`config.mk`:
```
export PLATFORM = sky130hd
export DESIGN_NAME = cluster_frame_builder
export DESIGN_NICKNAME = d
export VERILOG_FILES = /design/src/rtl/cluster_frame_builder.sv
export SDC_FILE = /design/constraint.sdc
export NUM_CORES = 1
export LEC_CHECK = 0
export BUFFER_PORTS_ARGS = -buffer_cell sky130_fd_sc_hd__buf_2
export CAP_MARGIN = 10
export CORE_MARGIN = 8
export CORE_UTILIZATION = 35
export CTS_CLUSTER_SIZE = 10
export DETAILED_ROUTE_END_ITERATION = 16
export PLACE_DENSITY_LB_ADDON = 0.1
export SETUP_SLACK_MARGIN = 0.4
export SYNTH_ARGS = -nofsm -noshare
export SYNTH_HDL_FRONTEND = slang
export SYNTH_HIERARCHICAL = 1
export SYNTH_SLANG_ARGS = --single-unit
```
`constraint.sdc`:
```
create_clock -name clock4x -period 3.5 [get_ports clock4x]
set_input_delay 0.35 -clock clock4x [delete_from_list [all_inputs] [get_ports clock4x]]
set_output_delay 0.35 -clock clock4x [all_outputs]
set_load 0.1 [all_outputs]
```
`src/rtl/cluster_frame_builder.sv`:
```
// cluster_frame_builder
//   Captures the 8 sorted clusters of a bunch crossing on frame_strobe_in and
//   canonicalises the invalid ones. It counts the valid clusters and
//   serialises the frame as four 32-bit link words, two clusters per clock4x
//   cycle. It also keeps the orbit BX counter.
// Ports
//   clock4x          160 MHz clock
//   global_reset_n   async reset, active-low
//   frame_strobe_in  1-cycle pulse, clusters_in belong to the current BX
//   bc0_in           orbit marker, only looked at together with the strobe
//   clusters_in      8 x {cnt[2:0],adr[10:0]}, cluster k at [14k+13:14k]
//   frame_word       {slot[1:0], full, parity, cluster 2k, cluster 2k+1}
//   frame_valid      frame_word carries a slot
//   frame_start      high with slot 0
//   cluster_count    valid clusters of the frame on the link (0..8)
//   bx_count         BX number of the frame on the link
//   strobe_err_cnt   saturating count of strobes that cut a frame short

// Per-cluster lane: flags an out-of-range address and substitutes the
// canonical empty cluster for it.
module cluster_canon #(
  parameter int N_STRIPS = 1536
) (
  input  logic [13:0] raw,
  output logic [13:0] canon,
  output logic        valid
);
  localparam logic [11:0] ADR_LIMIT = 12'(N_STRIPS);

  assign valid = {1'b0, raw[10:0]} < ADR_LIMIT;
  assign canon = valid ? raw : 14'h07FF;
endmodule

module cluster_frame_builder #(
  parameter int N_STRIPS = 1536,
  parameter int BX_MAX   = 3563
) (
  input  logic         clock4x,
  input  logic         global_reset_n,
  input  logic         frame_strobe_in,
  input  logic         bc0_in,
  input  logic [111:0] clusters_in,
  output logic [31:0]  frame_word,
  output logic         frame_valid,
  output logic         frame_start,
  output logic [3:0]   cluster_count,
  output logic [11:0]  bx_count,
  output logic [7:0]   strobe_err_cnt
);
  localparam int NUM_LANES = 8;
  localparam int VEC_W     = 14;
  localparam logic [11:0] BX_LAST = 12'(BX_MAX);

  typedef enum logic [2:0] {IDLE, S0, S1, S2, S3} state_t;

  state_t state, state_nxt;
  logic   early;

  logic [NUM_LANES-1:0][VEC_W-1:0] canon;
  logic [NUM_LANES-1:0]            lane_ok;
  logic [3:0]                      cnt_nxt;
  logic [11:0]                     bx_nxt;

  logic [NUM_LANES-1:0][VEC_W-1:0] cap_clu;
  logic [3:0]                      cap_cnt;
  logic [11:0]                     bx_cnt;

  // Canonicalise lanes
  for (genvar k = 0; k < NUM_LANES; k++) begin : g_lane
    cluster_canon #(.N_STRIPS(N_STRIPS)) u_canon (
      .raw   (clusters_in[VEC_W*k +: VEC_W]),
      .canon (canon[k]),
      .valid (lane_ok[k])
    );
  end

  always_comb begin
    cnt_nxt = 4'd0;
    for (int k = 0; k < NUM_LANES; k++)
      cnt_nxt = cnt_nxt + {3'b000, lane_ok[k]};
  end

  // BX counter follows the captures; bc0 forces the orbit start.
  always_comb begin
    if (bc0_in)                bx_nxt = 12'd0;
    else if (bx_cnt == BX_LAST) bx_nxt = 12'd0;
    else                       bx_nxt = bx_cnt + 12'd1;
  end

  // FSM
  always_ff @(posedge clock4x or negedge global_reset_n) begin
    if (!global_reset_n) state <= IDLE;
    else                  state <= state_nxt;
  end

  // A strobe before S3 restarts the frame with the new data; only S3 and
  // IDLE may take a strobe without it counting as an error.
  always_comb begin
    state_nxt = state;
    early     = 1'b0;
    case (state)
      IDLE: if (frame_strobe_in) state_nxt = S0;
      S0: begin
        state_nxt = S1;
        if (frame_strobe_in) begin state_nxt = S0; early = 1'b1; end
      end
      S1: begin
        state_nxt = S2;
        if (frame_strobe_in) begin state_nxt = S0; early = 1'b1; end
      end
      S2: begin
        state_nxt = S3;
        if (frame_strobe_in) begin state_nxt = S0; early = 1'b1; end
      end
      S3:      state_nxt = frame_strobe_in ? S0 : IDLE;
      default: state_nxt = IDLE;
    endcase
  end

  // Capture
  always_ff @(posedge clock4x or negedge global_reset_n) begin
    if (!global_reset_n) begin
      cap_clu <= {NUM_LANES{14'h07FF}};
      cap_cnt <= 4'd0;
      bx_cnt  <= 12'd0;
    end else if (frame_strobe_in) begin
      cap_clu <= canon;
      cap_cnt <= cnt_nxt;
      bx_cnt  <= bx_nxt;
    end
  end

  always_ff @(posedge clock4x or negedge global_reset_n) begin
    if (!global_reset_n)                    strobe_err_cnt <= 8'd0;
    else if (early && strobe_err_cnt != 8'hFF) strobe_err_cnt <= strobe_err_cnt + 8'd1;
  end

  // Output word, one cycle behind the state so slot 0 follows the capture.
  logic [1:0]  slot;
  logic        active;
  logic [27:0] payload;
  logic [31:0] word_nxt;

  always_comb begin
    slot   = 2'd0;
    active = 1'b1;
    case (state)
      S0:      slot = 2'd0;
      S1:      slot = 2'd1;
      S2:      slot = 2'd2;
      S3:      slot = 2'd3;
      default: active = 1'b0;
    endcase
    payload  = {cap_clu[{slot, 1'b0}], cap_clu[{slot, 1'b1}]};
    word_nxt = active ? {slot, cap_cnt == 4'd8, ^payload, payload} : 32'd0;
  end

  always_ff @(posedge clock4x or negedge global_reset_n) begin
    if (!global_reset_n) begin
      frame_word    <= 32'd0;
      frame_valid   <= 1'b0;
      frame_start   <= 1'b0;
      cluster_count <= 4'd0;
      bx_count      <= 12'd0;
    end else begin
      frame_word  <= word_nxt;
      frame_valid <= active;
      frame_start <= (state == S0);
      if (state == S0) begin
        cluster_count <= cap_cnt;
        bx_count      <= bx_cnt;
      end
    end
  end
endmodule

```
==> summary.md <==
| Metric | Value |
|---|---|
| Pwr per Cell Area | `711.9 nW/µm²` |
| Footprint of the multi-input gates | `4755 µm²` |
| RSZ-0062 raised after global routing | `no` |
| Die area | `34,680 µm²` |
| Hold Fails Final Rpt | `0` |
| CTS sink count | `189` |
| Row count | `62` |
| Final Critical Period | `2.979 ns` |
| Post-synth EDFFs | `0` |
| Initial antenna violation count | `0` |
| Adder-Cell Fraction of Synth Area | `1.406%` |
| GRT overflow | `0` |
| Post-Syn Area | `10,140 µm²` |
| Effective utilization at floorplan | `35.43%` |
| Placed Instances | `1,407` |
| Final setup vio count | `0` |
| Core area | `28,630 µm²` |
| Startpoint types | `flop` |
| Main flop type after synthesis | `dfrtp_1` |
| Clock Tree Buf Depth | `2` |
| Post-synth top area share | `24.92%` |
| Die Wd | `186.2 µm` |
| Iter 0 DRT Violations | `460` |
| Placed instance area | `11,260 µm²` |
| First-pass GRT wire length | `46,280 µm` |
| Synthesis-to-layout area growth | `18.23%` |
| DRT antenna net count | `0` |
| Total negative slack | `0 ns` |
| Largest net degree at the start of global routing | `99` |
| WL final | `30,470 µm` |
| Drt pass-1 iters | `5` |
| H-tree level count | `4` |
| Most common cell after layout, fill and taps aside | `buf_2` |
| Ranking of synthesized cells by area | `dfrtp_1 25%, dfstp_2 23%, mux2_2 15%` |
| Final Instance Area | `11,990 µm²` |
| Req. time, crit path | `3.87 ns` |
| Synth Area per Inst | `11.31 µm²` |
| CTS buffer count | `17` |
| DRC viols | `0` |
| Clock Latency Late Sink | `0.43 ns` |
| Final Non-Filler Cells | `1,445` |
| Wire per inst | `21.09 µm` |
| Worst setup EP type | `flop` |
| Clock transition at path regs | `0.08 ns` |
| Clock Skew | `0.01124 ns` |
| Synth Area in Compound Gates | `16.63%` |
| Synthesized Nets | `1,022` |
| Synth Instances | `897` |
| Filler cell count | `2,853` |
| Sequential cell area | `4848 µm²` |
| Worst-case reg-to-reg path depth | `10` |
| Post-synthesis mux area share | `14.74%` |
| Synth warn | `6` |
| Simple-gate portion of the synthesized area | `10.71%` |
| Final antenna diode count | `0` |
| Vias in the first global route | `7,738` |
| Max-cap violations | `0` |
| Xor and xnor area share after synthesis | `2.973%` |
| Gp weighted congestion | `0.8402` |
| Pleak | `5.393 nW` |
| Yosys reg bits | `189` |
| Slew Viols, Final | `0` |
| Fmax | `0.3357 GHz` |
| Asr flop ratio synth | `100.0%` |
| Result of the run | `complete, no violations` |
| Dpl hpwl | `22,670 µm` |
| Crit path max fanout | `18` |
| Crit path kind | `flop to flop` |
| Via count | `7,419` |
| # IOs | `174` |
| Final #Nets | `1,173` |
| Final cycle utilization of the critical path | `85.11%` |
| Port bufs | `173` |
| Max IR drop VDD | `0.0005441 V` |
| Largest family of logic cells by synthesized area | `compound AO/OA/AOI/OAI gates` |
| HP Class | `input pin to flop` |
| Fraction of layout cells with a size suffix above 1 | `45.52%` |
| Synth area leader | `dfrtp_1` |
| Total track usage | `17.66%` |
| Crit path DAT | `3.35 ns` |
| Synth cell types | `76` |
| CTS tree | `done` |
| Die height | `186.2 µm` |
| Seq/Total Area, Yosys | `47.72%` |
| Commonest cells after routing, fill and taps aside | `171 x buf_2, 131 x mux2_2, 98 x dfrtp_1` |
| Clock root buffer master | `clkbuf_16` |
| WHS Path Cells | `3` |
| Relative slew margins | `54.17%` |
| Via density | `5.134` |
| Pin slew with the least headroom to its limit | `0.6841 ns` |
-- synthesized netlist by cell type, types with 3 or more instances --
cell and count:
a21boi_1 24, a21o_1 75, a21oi_1 26, a221oi_1 3, a22o_1 4, a22oi_1 14, and2_1 7, and3_1 9
buf_1 3, buf_2 10, buf_4 4, buf_6 24, clkbuf_1 35, dfrtp_1 101, dfstp_2 88, fa_1 4
ha_1 5, inv_1 25, mux2_2 131, nand2_1 40, nand2b_1 11, nand3_1 20, nand3b_1 3, nand4_1 4
nor2_1 50, nor2b_1 3, nor3_1 17, nor3b_1 8, o211ai_1 4, o21ai_0 39, o22a_1 8, o22ai_1 5
o31ai_1 5, o32a_1 7, o32ai_1 4, xnor2_1 20, xnor3_1 3, xor2_1 3
-- worst paths after layout --
kind | startpoint | end | slack (ns)
setup reg to reg | state[2] | frame_word[28] | 0.52
max in group asynchronous | global_reset_n | cap_clu[70] | 2.01
min in group asynchronous | global_reset_n | cap_clu[109] | 0.50
hold reg to reg | strobe_err_cnt[7] | strobe_err_cnt[7] | 0.50
hold / removal | clusters_in[59] | cap_clu[59] | 0.21
setup / recovery | state[2] | frame_word[28] | 0.52
-- final cells by class --
type	instances	share of cell area, %
flip-flops and latches	189	40.43
multi-input cells	606	39.65
repair buffers	208	9.860
well taps	384	4.007
clock buffers	20	3.996
clock inverters	12	1.242
inverters	26	0.8139
-- per-stage QoR --
stage                     utilization, %  worst slack [ns]  power, W  hold slack (ns)
final                              41.89            0.5210  0.008536           0.2133
after global routing               41.89            0.4081  0.008935           0.2085
after CTS                          41.64            0.4242  0.008607           0.1985
after detailed placement           39.33            0.2132  0.006493           0.4002
after global placement             39.33            0.2378  0.006480           0.4035
after floorplan                        -            0.4175  0.005678          0.05441
-- kinds of logic after synthesis --
kind of cell	count (synthesis)
buf+inv	102
simple gates	198
flops	189
compound gates	238
xor+xnor	28
fa+ha+maj	9
mux	133
-- repair_timing --
item / in CTS / in global routing
setup buffers: 2 / 3
pin swaps: 0 / 3
gates cloned: 0 / 0
endpoints found under the hold margin: 42 / 0
resized for setup: 2 / 13
hold buffers: 1 / 0
setup endpoints to repair: 1 / 1
-- report_power, final --
group / total, W / leakage (nW) / internal (W) / switching [W]
Combinational: 0.00356 / 2.88 / 0.00108 / 0.00249
Sequential: 0.00290 / 2.20 / 0.00264 / 0.000258
Clock: 0.00207 / 0.307 / 0.00116 / 0.000915
-- routing by layer --
metal | share of wire (%) | routed length, µm | GRT usage, %
met4 | 1.5 | 461 | 4.224
met5 | 0 | 0 | 0
met3 | 4.6 | 1388 | 3.574
met2 | 47 | 14470 | 28.78
met1 | 46 | 14150 | 23.83
-- critical path: stages (launching register included) --
cell,delay [ns]
dfrtp_4,0.54
buf_6,0.19
or2_1,0.29
o22a_1,0.23
a21o_1,0.20
a211oi_2,0.20
xnor2_1,0.15
xnor3_1,0.41
xnor3_1,0.40
xnor3_1,0.21
nor2_1,0.08
-- state kept, by name, indices dropped and copies added (netlist names), 3 cells and up --
| name | flops |
|---|---|
| state | 3 |
| cap_clu | 112 |
| cluster_count | 4 |
| bx_cnt | 12 |
| frame_word | 32 |
| bx_count | 12 |
| cap_cnt | 4 |
| strobe_err_cnt | 8 |
Note: power is estimated with default switching activity, not from simulation.
